## config.mk

```make
export PLATFORM = sky130hd
export DESIGN_NAME = repsig_stream_arbiter
export DESIGN_NICKNAME = d
export VERILOG_FILES = /design/src/rtl/repsig_stream_arbiter.sv
export SDC_FILE = /design/constraint.sdc
export NUM_CORES = 1
export LEC_CHECK = 0
export ABC_AREA = 1
export CAP_MARGIN = 30
export CORE_ASPECT_RATIO = 0.7
export CORE_MARGIN = 1
export CORE_UTILIZATION = 40
export DETAILED_ROUTE_END_ITERATION = 10
export PLACE_DENSITY = 0.79
export SKIP_CTS_REPAIR_TIMING = 1
export SYNTH_ARGS = -nofsm -noshare
export SYNTH_HDL_FRONTEND = slang
export SYNTH_SLANG_ARGS = --single-unit
export TNS_END_PERCENT = 20
```

## constraint.sdc

```tcl
create_clock -name clk -period 2.1 [get_ports clk]
set_input_delay 0.42 -clock clk [delete_from_list [all_inputs] [get_ports clk]]
set_output_delay 0.42 -clock clk [all_outputs]
set_load 0.01 [all_outputs]
```

## src/rtl/repsig_stream_arbiter.sv

```systemverilog
// Two-input, segment-granular stream arbiter. It holds a grant for a whole fiber segment and merges the two done tokens into one.
// Define REPSIG_ARB_CNT_EN to add the per-input segment counters seg_cnt0 and seg_cnt1.
module repsig_stream_arbiter #(
    parameter int DATA_WIDTH = 17,
    parameter int LVL_WIDTH  = 16
`ifdef REPSIG_ARB_CNT_EN
    ,
    parameter int CNT_WIDTH  = 16
`endif
) (
    input  logic                  clk,
    input  logic                  rst,
    input  logic                  clk_en,
    input  logic                  flush,
    input  logic                  tile_en,
    input  logic [LVL_WIDTH-1:0]  stop_lvl,
    input  logic [DATA_WIDTH-1:0] in0_data,
    input  logic                  in0_valid,
    output logic                  in0_ready,
    input  logic [DATA_WIDTH-1:0] in1_data,
    input  logic                  in1_valid,
    output logic                  in1_ready,
    output logic [DATA_WIDTH-1:0] out_data,
    output logic                  out_valid,
    input  logic                  out_ready
`ifdef REPSIG_ARB_CNT_EN
    ,
    output logic [CNT_WIDTH-1:0]  seg_cnt0,
    output logic [CNT_WIDTH-1:0]  seg_cnt1
`endif
);

    localparam logic [DATA_WIDTH-1:0] DONE_TOK = 17'h10100;

    typedef enum logic [1:0] {
        ST_ARB       = 2'd0,
        ST_PASS      = 2'd1,
        ST_EMIT_DONE = 2'd2
    } state_t;

    state_t     state_r;
    logic       gnt_r;
    logic       prio_r;
    logic [1:0] done_seen_r;

    logic                  en_s;
    logic [1:0]            valid_s;
    logic [1:0]            done_s;
    logic [1:0]            end_s;
    logic [1:0]            absorb_s;
    logic [1:0]            cand_s;
    logic                  winner_s;
    logic [DATA_WIDTH-1:0] gnt_data_s;
    logic                  gnt_valid_s;
    logic                  gnt_done_s;
    logic                  gnt_end_s;
    logic                  gnt_rdy_s;
    logic                  xfer_s;
    logic                  seg_close_s;

    function automatic logic is_done(input logic [DATA_WIDTH-1:0] d);
        return d == DONE_TOK;
    endfunction

    // Stop token whose zero-extended level reaches the threshold.
    function automatic logic is_seg_end(input logic ctl, input logic [1:0] kind,
                                        input logic [7:0] lvl8, input logic [LVL_WIDTH-1:0] thr);
        return ctl && (kind == 2'b00) && ({{(LVL_WIDTH-8){1'b0}}, lvl8} >= thr);
    endfunction

    // Token decode and grant-path selection.
    always_comb begin
        en_s        = clk_en & tile_en;
        valid_s     = {in1_valid, in0_valid};
        done_s      = {is_done(in1_data), is_done(in0_data)};
        end_s       = {is_seg_end(in1_data[16], in1_data[9:8], in1_data[7:0], stop_lvl),
                       is_seg_end(in0_data[16], in0_data[9:8], in0_data[7:0], stop_lvl)};
        absorb_s    = {2{en_s}} & valid_s & done_s & ~done_seen_r;
        cand_s      = valid_s & ~done_s & ~done_seen_r;
        winner_s    = cand_s[prio_r] ? prio_r : ~prio_r;
        gnt_data_s  = gnt_r ? in1_data : in0_data;
        gnt_valid_s = valid_s[gnt_r];
        gnt_done_s  = done_s[gnt_r];
        gnt_end_s   = end_s[gnt_r];
        xfer_s      = (state_r == ST_PASS) && en_s && gnt_valid_s && !gnt_done_s && out_ready;
        seg_close_s = xfer_s && gnt_end_s;
    end

    // Handshake outputs; PASS is a zero-latency pass-through of the granted input.
    always_comb begin
        out_data  = {DATA_WIDTH{1'b0}};
        out_valid = 1'b0;
        gnt_rdy_s = 1'b0;
        in0_ready = 1'b0;
        in1_ready = 1'b0;
        case (state_r)
            ST_ARB: begin
                in0_ready = absorb_s[0];
                in1_ready = absorb_s[1];
            end
            ST_PASS: begin
                out_data = gnt_data_s;
                if (en_s && gnt_valid_s) begin
                    // A done token on the granted input is swallowed, never forwarded.
                    out_valid = !gnt_done_s;
                    gnt_rdy_s = gnt_done_s | out_ready;
                end else begin
                    gnt_rdy_s = 1'b0;
                end
                in0_ready = gnt_rdy_s & ~gnt_r;
                in1_ready = gnt_rdy_s & gnt_r;
            end
            ST_EMIT_DONE: begin
                out_data  = DONE_TOK;
                out_valid = en_s;
            end
            default: begin
                out_valid = 1'b0;
            end
        endcase
    end

    // Arbitration state machine.
    always_ff @(posedge clk or posedge rst) begin
        if (rst) begin
            state_r     <= ST_ARB;
            gnt_r       <= 1'b0;
            prio_r      <= 1'b0;
            done_seen_r <= 2'b00;
        end else if (clk_en && flush) begin
            state_r     <= ST_ARB;
            gnt_r       <= 1'b0;
            prio_r      <= 1'b0;
            done_seen_r <= 2'b00;
        end else if (en_s) begin
            case (state_r)
                ST_ARB: begin
                    done_seen_r <= done_seen_r | absorb_s;
                    if (done_seen_r == 2'b11) begin
                        state_r <= ST_EMIT_DONE;
                    end else if (cand_s != 2'b00) begin
                        gnt_r   <= winner_s;
                        state_r <= ST_PASS;
                    end else begin
                        state_r <= ST_ARB;
                    end
                end
                ST_PASS: begin
                    if (gnt_valid_s && gnt_done_s) begin
                        done_seen_r[gnt_r] <= 1'b1;
                        prio_r             <= ~gnt_r;
                        state_r            <= ST_ARB;
                    end else if (seg_close_s) begin
                        prio_r  <= ~gnt_r;
                        state_r <= ST_ARB;
                    end else begin
                        state_r <= ST_PASS;
                    end
                end
                ST_EMIT_DONE: begin
                    if (out_ready) begin
                        done_seen_r <= 2'b00;
                        prio_r      <= 1'b0;
                        state_r     <= ST_ARB;
                    end else begin
                        state_r <= ST_EMIT_DONE;
                    end
                end
                default: begin
                    state_r <= ST_ARB;
                end
            endcase
        end
    end

`ifdef REPSIG_ARB_CNT_EN
    localparam logic [CNT_WIDTH-1:0] CNT_MAX = {CNT_WIDTH{1'b1}};
    localparam logic [CNT_WIDTH-1:0] CNT_ONE = {{(CNT_WIDTH-1){1'b0}}, 1'b1};

    // Saturating count of segment-end tokens forwarded from each input.
    always_ff @(posedge clk or posedge rst) begin
        if (rst) begin
            seg_cnt0 <= {CNT_WIDTH{1'b0}};
            seg_cnt1 <= {CNT_WIDTH{1'b0}};
        end else if (clk_en && flush) begin
            seg_cnt0 <= {CNT_WIDTH{1'b0}};
            seg_cnt1 <= {CNT_WIDTH{1'b0}};
        end else begin
            if (seg_close_s && !gnt_r && (seg_cnt0 != CNT_MAX)) seg_cnt0 <= seg_cnt0 + CNT_ONE;
            if (seg_close_s && gnt_r && (seg_cnt1 != CNT_MAX))  seg_cnt1 <= seg_cnt1 + CNT_ONE;
        end
    end
`endif

endmodule

```

==> Word level (Yosys, flattened, before mapping) <==
Cells that the tools add are included.
{ "totals": {"out_inout_bits": 20, "memories": 0, "reg_bits": 6, "ram_bits": 0, "in_bits": 58, "romBits": 0, "latchBits": 0} }
{ "classes": {"add_sub_neg": 0, "mux": 43, "bitwise": 15, "n_reduce_logical": 26, "order_cmp": 5, "eq_ne": 9, "mul": 0, "n_div": 0, "shifts": 0} }
{ "op_table": {"columns": ["cell", "n"], "rows": [
  ["== test 17 bit (second input constant)", 2],
  ["case mux 17 bit (2 select lines)", 1],
  ["greater-or-equal comparator 8 x 16 -> 1 bit", 2],
  ["2-to-1 mux 1 bit", 26],
  ["2-to-1 mux 17 bit", 1],
  ["2-to-1 mux 2 bit", 8],
  ["logical AND 1 bit", 13],
  ["case mux 2 bit (3 select lines)", 2],
  ["AND reduction 4 bit", 3],
  ["bitwise AND 2 bit", 5],
  ["case mux 1 bit (2 select lines)", 4],
  ["nonzero test 2 bit", 4],
  ["logical NOT 2 bit", 3],
  ["== test 2 bit (second input constant)", 2],
  ["less-than comparator 1 x 2 -> 1 bit (second input constant)", 2],
  ["inequality test 4 x 2 -> 1 bit (second input constant)", 1],
  ["inverter 2 bit", 2],
  ["OR 2 bit", 2],
  ["nonzero test 4 bit", 1],
  ["bitwise AND 1 bit", 3],
  ["inequality test 3 x 1 -> 1 bit (second input constant)", 1],
  ["inequality test 3 bit (second input constant)", 1],
  ["nonzero test 3 bit", 1],
  ["== test 2 x 1 -> 1 bit (second input constant)", 1],
  ["other kinds (6)", 7]
]} }

==> Logic depth before layout (Yosys ltp) <==
Gate-level depths: netlist (run 1).
{ "logic_depth": {"word_depth": 12, "ltp_mapped": 16} }

==> Worst setup path before layout (run 1) <==
Ideal clock, no wire load.
{ "synth_path": {"kind": "register to output", "start": "register state_r[1]", "end": "output port out_data[10]", "t_required_ps": 1680, "stages_incl_launch_ff": 6, "slack_ps": 272, "arrival_ps": 1408, "path_cell_list": "dfrtp_1 -> inv_1 -> ha_1 -> nand2_1 -> clkbuf_1 -> nor3_1"} }
{ "synth_via": {"elab_chain_cells": 2, "elab_cells_between_ends": 3, "classes_between": "eq/ne: 2; mux: 1"} }
{ "synth_rtl": {"columns": ["item", "line_no", "rtl"], "rows": [
  ["start, declared", "41", "state_t state_r;"],
  ["start signal, assigned", "126", "state_r <= ST_ARB;"],
  ["start signal, assigned", "131", "state_r <= ST_ARB;"],
  ["start signal, assigned", "140", "state_r <= ST_EMIT_DONE;"],
  ["== test 2 bit / == test 2 x 1 -> 1 bit (equally long branches)", "96", "case (state_r)"],
  ["case mux 17 bit (2 select lines) *", "96", null],
  ["end, declared", "23", "output logic [DATA_WIDTH-1:0] out_data,"]
]} }
Every way passes the cells marked *; elsewhere a longest branch is shown, timed or not.

==> Worst setup path in the final report (run 1) <==
{ "layout_path": {"start": "input port in0_data[11]", "end": "output port in0_ready"} }
{ "layout_via": {"elab_chain_cells": 8, "elab_cells_between_ends": 10, "classes_between": "eq/ne: 1; mux: 5; bitwise: 4"} }
{ "layout_rtl": {"columns": ["item", "line_no", "rtl"], "rows": [
  ["start, declared", "17", "input logic [DATA_WIDTH-1:0] in0_data,"],
  ["== test 17 bit *", "62", "return d == DONE_TOK;"],
  ["2-to-1 mux 1 bit (not written as such) (2 in a row)", "83", "gnt_done_s = done_s[gnt_r];"],
  ["OR 1 bit", "106", "gnt_rdy_s = gnt_done_s | out_ready;"],
  ["2-to-1 mux 1 bit", "103", "if (en_s && gnt_valid_s) begin"],
  ["2-to-1 mux 1 bit", "96", null],
  ["bitwise AND 1 bit", "110", "in0_ready = gnt_rdy_s & ~gnt_r;"],
  ["case mux 1 bit (2 select lines) *", "96", null],
  ["end, declared", "19", "output logic in0_ready,"]
]} }
Every way passes the cells marked *; elsewhere a longest branch is shown, timed or not. The select of a mux whose other input is x is not followed.

==> results of run 1 <==
[cells in the final DEF (no fill, tap or decap), drive strengths merged]
cell type      synthesis  layout
a211oi                 4       4
a21oi                 14      14
a22o                   2       2
and2                   1       1
buf                    3      68
clkbuf                 2      11
clkdlybuf4s50          0      23
clkinv                 1       1
dfrtp                  6       6
dlymetal6s2s           0      41
ha                    20      20
inv                   47      47
nand2                 84      84
nand3                 18      18
nand4                  7       7
nor2                  70      70
nor3                  13      13
o21ai                  9       9
or2                    1       1
[power groups by stage]
stage	sequential (mW)	clock [mW]	combinational, mW
after detailed placement	0.185	0	0.822
after CTS	0.184	0.183	0.828
after floorplan	0.176	0	0.411
after global routing	0.189	0.196	0.977
final	0.184	0.179	0.885
after global placement	0.185	0	0.811
[critical path: stages]
cell	delay, ns
dlymetal6s2s_1	0.14
nor2_2	0.16
nand3_2	0.12
nor2_1	0.13
nand4_1	0.08
nand2_1	0.09
nor2_1	0.05
nor2_1	0.15
buf_4	0.13
nand2_1	0.04
o21ai_0	0.06
buf_2	0.15
[worst paths after layout]
kind,from,end,slack [ns]
worst max-delay path,in0_data[11],in0_ready,-0.05
worst min-delay path,rst,done_seen_r[0],0.43
worst max register to register,state_r[0],done_seen_r[1],0.41
worst min register to register,prio_r,prio_r,0.49
max in group asynchronous,rst,done_seen_r[1],1.45
min in group clk,prio_r,prio_r,0.49
[final cells by class]
class	instances	share of cell area (%)
Inverter	48	5.78
Sequential cell	6	4.82
Tap cell	50	2.01
Multi-Input combinational cell	243	44.4
Clock buffer	3	1.33
Timing Repair Buffer	140	41.6
[routing by layer]
metal  track usage (%)  wire length [um]
met5                 0                 0
met2              43.1              2780
met3              6.94               746
met4             0.794                45
met1              41.6              2910
[kinds of logic (layout without fill, tap and decap cells)]
kind of cell	count (synthesis)	in the layout	share of synthesized area (%)
AND/OR/NAND/NOR	194	194	52.1
flip-flops	6	6	9.26
buffers and inverters	53	191	12.5
adder cells (fa/ha/maj)	20	20	15.4
AO/OA/AOI/OAI	29	29	10.7
[registers in the layout, indices dropped and copies added (netlist names)]
register	flops
prio_r	1
state_r	2
gnt_r	1
done_seen_r	2
[stage by stage]
stage	cells	TNS [ns]	utilization [%]	cell area, sq um	power (mW)
2_1_floorplan	302	0	-	1620	0.587
3_3_place_gp	476	-3.95	76.8	2840	0.996
3_5_place_dp	476	-4.50	76.8	2840	1.01
4_1_cts	479	-6.94	77.9	2880	1.20
5_1_grt	490	-0.647	84.3	3120	1.36
6_report	490	-0.0502	84.3	3120	1.25
==> flow_summary.ini, run 1 <==
[final_layout]
fill_cells = 257
antenna_cells = 0
final_layout_size_suffix_gt1_share_pct = 29.1
multiInputGateArea_sq_mm = 0.00138
syn2layout_area_growth_pct = 92.1
regArea_sq_um = 150
final_nets = 520

[place]
dpl_worst_slack_ns = -0.654
place_congestion = 0.928
dpl.hpwl_mm = 5.09
portBuffers = 77

[route]
drt-initial-drc-count = 148
drc = 0
drt.antenna.violating_nets = 0
totalWireLength_mm = 6.49
viasPerCell = 5.08
avgRoutedWirePerCell_um = 13.2
firstDrtPassIters = 5
vias = 2491

[synth]
avgSynthCellArea_sq_um = 5.37
ys_ff_latch = 6
syn_inst = 302
synth_area_leaders = nand2_1, ha_1, nor2_1
synth_top_area_share_pct = 19.0
synth_area_leader_cell = nand2_1
async_flop_share_pct = 100
synth.net_count = 380
synth_cell_type_count = 25
seq_area_frac_synth_pct = 9.26
synth.most_common_cell = nand2_1
yosys_most_used_dff = dfrtp_1
synth-edff-count = 0
netlist_area_sq_mm = 0.00162
ys_warn_count = 0
synth.cells.most_frequent = nand2_1, nor2_1, inv_1

[timing]
hold_viol = 0
holdWs_ns = 0.430
rsz0062_at_grt = true
fin_crit_ns = 2.15
finClkSkew_ns = 0.00250
setup_viol = 1
timing.final.crit_share_pct = 102
drv_slew = 0
finalWorstSetupSlack_ns = -0.0502
max_slew_margin_pct = 81.2
fmax_mhz = 465
worst_pin_slew_ns = 0.282

[pwr]
swShare_pct = 44.5
power.share.clock_pct = 14.3
p_comb_share_pct = 70.9
peakVddDrop_mv = 0.431
power.leakage_nw = 1.97
p_switching_mw = 0.555
power.share.sequential_pct = 14.8
p_int_mw = 0.694
powerDensity_mw_per_mm2 = 401

[critical_path]
critPathMaxFanout = 2
reg2reg_depth = 10
critPathLaunchType = primary input
end_kind = output pin
criticalPathCategory = primary input to output pin
worstPathRequired_ns = 1.68
crit_arrival_ns = 1.73

[floorplanning]
start_util_pct = 43.9
ioPinCount = 78
die_y_um = 55.3
design.core.area_sq_mm = 0.00369
die_x_um = 78.1
dieArea_sq_mm = 0.00432
rows = 18

[grt]
grt_max_degree = 16
grt_first_pass_wirelength_mm = 9.68
grt_pass1_vias = 2178
antenna_found_initial = 0
gr-usage-all-layers_pct = 28.1
overflow = 0

[clocking]
cts_tree = built
clk_pin_slew_worst_paths_ns = 0.04
cts_sinks = 6
cts-buffers-inserted = 3
clockRootBuffer = clkbuf_8
ctsHtreeMaxLevel = 1
clk_latency_ns = 0.22
cts.path.max_buffers = 2

[flow_run]
cap_violations = 0

[outcome]
outcome = finished, violations left
violations = setup timing

[min_path]
hold_path_class = primary input to async pin
Note: power is estimated with default switching activity, not from simulation.
==> run 2, diff against run 1 <==
--- a/config.mk
+++ b/config.mk
@@ -10,10 +10,10 @@
 export CORE_ASPECT_RATIO = 0.7
 export CORE_MARGIN = 1
 export CORE_UTILIZATION = 40
+export CTS_CLUSTER_SIZE = 14
 export DETAILED_ROUTE_END_ITERATION = 10
 export PLACE_DENSITY = 0.79
 export SKIP_CTS_REPAIR_TIMING = 1
 export SYNTH_ARGS = -nofsm -noshare
 export SYNTH_HDL_FRONTEND = slang
 export SYNTH_SLANG_ARGS = --single-unit
-export TNS_END_PERCENT = 20
==> flow_summary.ini, run 2 (same netlist as run 1, synthesis figures left out) <==
[timing]
fmax_mhz = 442
fin_crit_ns = 2.26
rsz0062_at_grt = true
hold_viol = 0
finClkSkew_ns = 0.000321
worst_pin_slew_ns = 0.296
finalWorstSetupSlack_ns = -0.161
timing.final.crit_share_pct = 108
setup_viol = 1
drv_slew = 0
setup_tns_ns = -0.161
max_slew_margin_pct = 80.2

[outcome]
outcome = finished, violations left
violations = setup timing

[min_path]
hold_path_class = primary input to async pin

[floorplanning]
die_y_um = 55.3
start_util_pct = 43.9
design.core.area_sq_mm = 0.00369
dieArea_sq_mm = 0.00432
ioPinCount = 78
die_x_um = 78.1
rows = 18

[clocking]
cts_tree = built
clk_pin_slew_worst_paths_ns = 0.04
clk_latency_ns = 0.22
cts-buffers-inserted = 3
cts.path.max_buffers = 2
cts_sinks = 6
clockRootBuffer = clkbuf_8
ctsHtreeMaxLevel = 1

[route]
drt-initial-drc-count = 235
wl_met1_mm = 3.10
vias = 2694
dr_wl_met2_mm = 3.56
highest_layer = met4
totalWireLength_mm = 7.76
firstDrtPassIters = 5
route.met3.wl_um = 885
avgRoutedWirePerCell_um = 15.8
viasPerCell = 5.50
drc = 0
drt.antenna.violating_nets = 0

[critical_path]
critPathMaxFanout = 2
critPathLaunchType = primary input
crit_arrival_ns = 1.84
criticalPathCategory = primary input to output pin
worstPathRequired_ns = 1.68
reg2reg_depth = 10
end_kind = output pin

[final_layout]
layout_common_cells = nand2_1, buf_4, nor2_1
final_util_pct = 88.6
antenna_cells = 0
final_layout_size_suffix_gt1_share_pct = 34.8
final_common_cell = nand2_1
largest_registers = done_seen_r (2), state_r (2)
final_area_sq_mm = 0.00327
final_nets = 520
syn2layout_area_growth_pct = 102

[grt]
overflow = 0
gr-usage-all-layers_pct = 28.1
grt_pass1_vias = 2178
antenna_found_initial = 0
grt_max_degree = 16
grt_first_pass_wirelength_mm = 9.68

[place]
dpl.hpwl_mm = 5.09
portBuffers = 77
place_congestion = 0.928
postPlaceCellArea_sq_mm = 0.00284

[flow_run]
cap_violations = 0

[pwr]
powerDensity_mw_per_mm2 = 403
finalPower_mw = 1.32
power.leakage_nw = 2.02
peakVddDrop_mv = 0.462
==> run 2: cell types whose count changed in the layout (fill, tap and decap cells not counted), sizes merged <==
cell           delta
dlymetal6s2s      +6
clkbuf            +2
clkdlybuf4s50     -7
buf               -1
==> run 2: critical path, cell delays in order <==
cell	delay (ns)
dlymetal6s2s_1	0.16
nor2_4	0.19
nand3_4	0.12
nor2_4	0.09
nand4_1	0.08
nand2_1	0.13
nor2_1	0.05
nor2_1	0.15
buf_4	0.13
nand2_1	0.05
o21ai_0	0.09
buf_2	0.17
==> run 2: layer usage <==
layer | global-route usage [%] | vias to the layer above
li1 | - | 1233
met2 | 43.1 | 206
met3 | 6.94 | 38
met1 | 41.6 | 1217
met4 | 0.794 | 0
met5 | 0 | -
==> run 2: final timing paths <==
kind                             start              to  slack (ns)
setup reg to reg            state_r[0]  done_seen_r[1]        0.38
min in group clk                prio_r          prio_r        0.49
hold / removal                     rst  done_seen_r[1]        0.47
hold reg to reg                 prio_r          prio_r        0.49
max in group asynchronous          rst      state_r[0]        1.40
setup / recovery           in1_data[7]       in0_ready       -0.16
==> run 2: through the flow <==
step | hold slack [ns] | setup WS [ns] | instances
finish | 0.473 | -0.161 | 490
CTS | 0.429 | -0.658 | 479
floorplan | 0.211 | 0.272 | 302
global placement | 0.477 | -0.587 | 476
global route | 0.481 | -0.218 | 490
detailed placement | 0.487 | -0.654 | 476
==> run 2: where the power goes <==
group | internal [mW] | switching [mW] | leakage [nW]
clock | 0.124 | 0.0555 | 0.0216
combinational | 0.438 | 0.513 | 1.92
sequential | 0.153 | 0.0339 | 0.0788
total | 0.715 | 0.603 | 2.02
==> run 2: cell type report <==
class                      count  area, sq um
fill                         198          420
tap                           50         62.6
multi-input combinational    243         1530
sequential                     6          150
timing repair buffer         140         1310
clock buffer                   3         41.3
inverter                      48          180
==> run 3, diff against run 2 <==
--- a/config.mk
+++ b/config.mk
@@ -14,6 +14,7 @@
 export DETAILED_ROUTE_END_ITERATION = 10
 export PLACE_DENSITY = 0.79
 export SKIP_CTS_REPAIR_TIMING = 1
+export SLEW_MARGIN = 20
 export SYNTH_ARGS = -nofsm -noshare
 export SYNTH_HDL_FRONTEND = slang
 export SYNTH_SLANG_ARGS = --single-unit
==> constraint.sdc (replaced) <==
create_clock -name clk -period 2.1 [get_ports clk]
set_input_delay 0.42 -clock clk [delete_from_list [all_inputs] [get_ports clk]]
set_output_delay 0.42 -clock clk [all_outputs]
set_load 0.02 [all_outputs]
==> flow_summary.ini, run 3 (same netlist as run 1, synthesis figures left out) <==
[critical_path]
critPathLaunchType = primary input
end_kind = output pin
critPathMaxFanout = 2
r2r-start = state_r[0]
crit_arrival_ns = 1.77
worstReg2RegEnd = done_seen_r[1]
reg2reg_depth = 11
worstPathRequired_ns = 1.68
criticalPathCategory = primary input to output pin
ff2ff_setup_slack_ns = 0.18

[route]
drt.antenna.violating_nets = 0
firstDrtPassIters = 5
vias = 2723
drc = 0
drt-initial-drc-count = 302
avgRoutedWirePerCell_um = 16.1
totalWireLength_mm = 7.88
viasPerCell = 5.58

[grt]
use_met2_pct = 45.5
grt_first_pass_wirelength_mm = 9.98
antenna_found_initial = 0
grtUsageMet3_pct = 5.12
grt_max_degree = 16
use_met1_pct = 42.4
top_usage_layer = met2
gr-usage-all-layers_pct = 29.0
grt_pass1_vias = 2248
overflow = 0

[timing]
setup_tns_ns = -0.117
setup_viol = 2
worst_pin_slew_ns = 0.286
finClkSkew_ns = 0.00476
drv_slew = 0
finalWorstSetupSlack_ns = -0.0864
holdWs_ns = 0.420
fin_crit_ns = 2.19
max_slew_margin_pct = 80.9
timing.final.crit_share_pct = 104
fmax_mhz = 457
rsz0062_at_grt = true
hold_viol = 0

[floorplanning]
dieArea_sq_mm = 0.00432
design.core.area_sq_mm = 0.00369
die_y_um = 55.3
start_util_pct = 43.9
ioPinCount = 78
rows = 18
die_x_um = 78.1

[final_layout]
largest_registers = done_seen_r (2), state_r (2)
syn2layout_area_growth_pct = 96.9
final_layout_size_suffix_gt1_share_pct = 37.9
antenna_cells = 0
final_nets = 518
final_area_sq_mm = 0.00319
layout_common_cells = nand2_1, buf_4, nor2_1
fin_cells = 488
final_common_cell = nand2_1

[min_path]
hold_path_class = primary input to async pin

[place]
postPlaceCellArea_sq_mm = 0.00285
place_congestion = 0.952
portBuffers = 77
dpl_worst_slack_ns = -0.708
dpl.hpwl_mm = 5.27
placed_cells = 478

[clocking]
cts_sinks = 6
clk_pin_slew_worst_paths_ns = 0.04
cts_tree = built
clk_latency_ns = 0.24
cts-buffers-inserted = 3
cts.path.max_buffers = 2
ctsHtreeMaxLevel = 1
clockRootBuffer = clkbuf_8

[outcome]
violations = setup timing
outcome = finished, violations left

[pwr]
peakVddDrop_mv = 0.421
powerDensity_mw_per_mm2 = 424
power.leakage_nw = 1.88

[flow_run]
cap_violations = 0
==> run 3: cell count changes in the layout (fill, tap and decap cells not counted), moves of 5 or more <==
cell	delta
dlymetal6s2s_1	-9
nor2_4	-5
nor2_2	+6
buf_4	+5
==> run 3: area by class of cell <==
type                       instances  area (sq um)
timing repair buffer             138          1240
multi-input combinational        243          1510
inverter                          48           183
clock buffer                       3          41.3
fill                             208           500
tap                               50          62.6
sequential                         6           150
==> run 3: metrics by stage <==
| stage | utilization [%] | total power, mW |
|---|---|---|
| 2_1_floorplan | - | 0.598 |
| 6_report | 86.4 | 1.35 |
| 5_1_grt | 86.4 | 1.44 |
| 3_3_place_gp | 77.2 | 1.02 |
| 3_5_place_dp | 77.2 | 1.03 |
| 4_1_cts | 78.3 | 1.23 |
==> run 3: how the worst max path moves through the flow <==
stage                            from            to  slack (ns)  depth (start not counted)
after floorplan            state_r[1]  out_data[10]        0.07                          5
after global placement    in1_data[5]     in0_ready       -0.66                         11
after detailed placement  in1_data[5]     in0_ready       -0.71                         11
after CTS                 in1_data[6]     in0_ready       -0.71                         11
after global routing      in1_data[6]     in0_ready       -0.10                         11
final                     in1_data[6]     in0_ready       -0.09                         11
==> run 3: metal layers <==
layer | up-vias | routed length, um | share of wire, %
li1 | 1236 | - | -
met1 | 1239 | 3310 | 42
met2 | 205 | 3500 | 44
met3 | 43 | 750 | 9.5
met4 | 0 | 319 | 4.0
met5 | - | 0 | 0
==> run 3: worst max-delay path, stage by stage <==
cell	delay, ns
dlymetal6s2s_1	0.15
nor2_2	0.18
nand3_2	0.13
nor2_1	0.11
nand4_1	0.10
nand2_1	0.13
nor2_2	0.05
nor2_2	0.14
nand2_1	0.09
o21ai_1	0.09
buf_4	0.16
==> run 3: power breakdown <==
| group | internal, mW | switching (mW) | leakage, nW |
|---|---|---|---|
| Sequential | 0.153 | 0.0328 | 0.0788 |
| Clock | 0.125 | 0.0655 | 0.0216 |
| Combinational | 0.444 | 0.534 | 1.78 |
| Total | 0.721 | 0.632 | 1.88 |
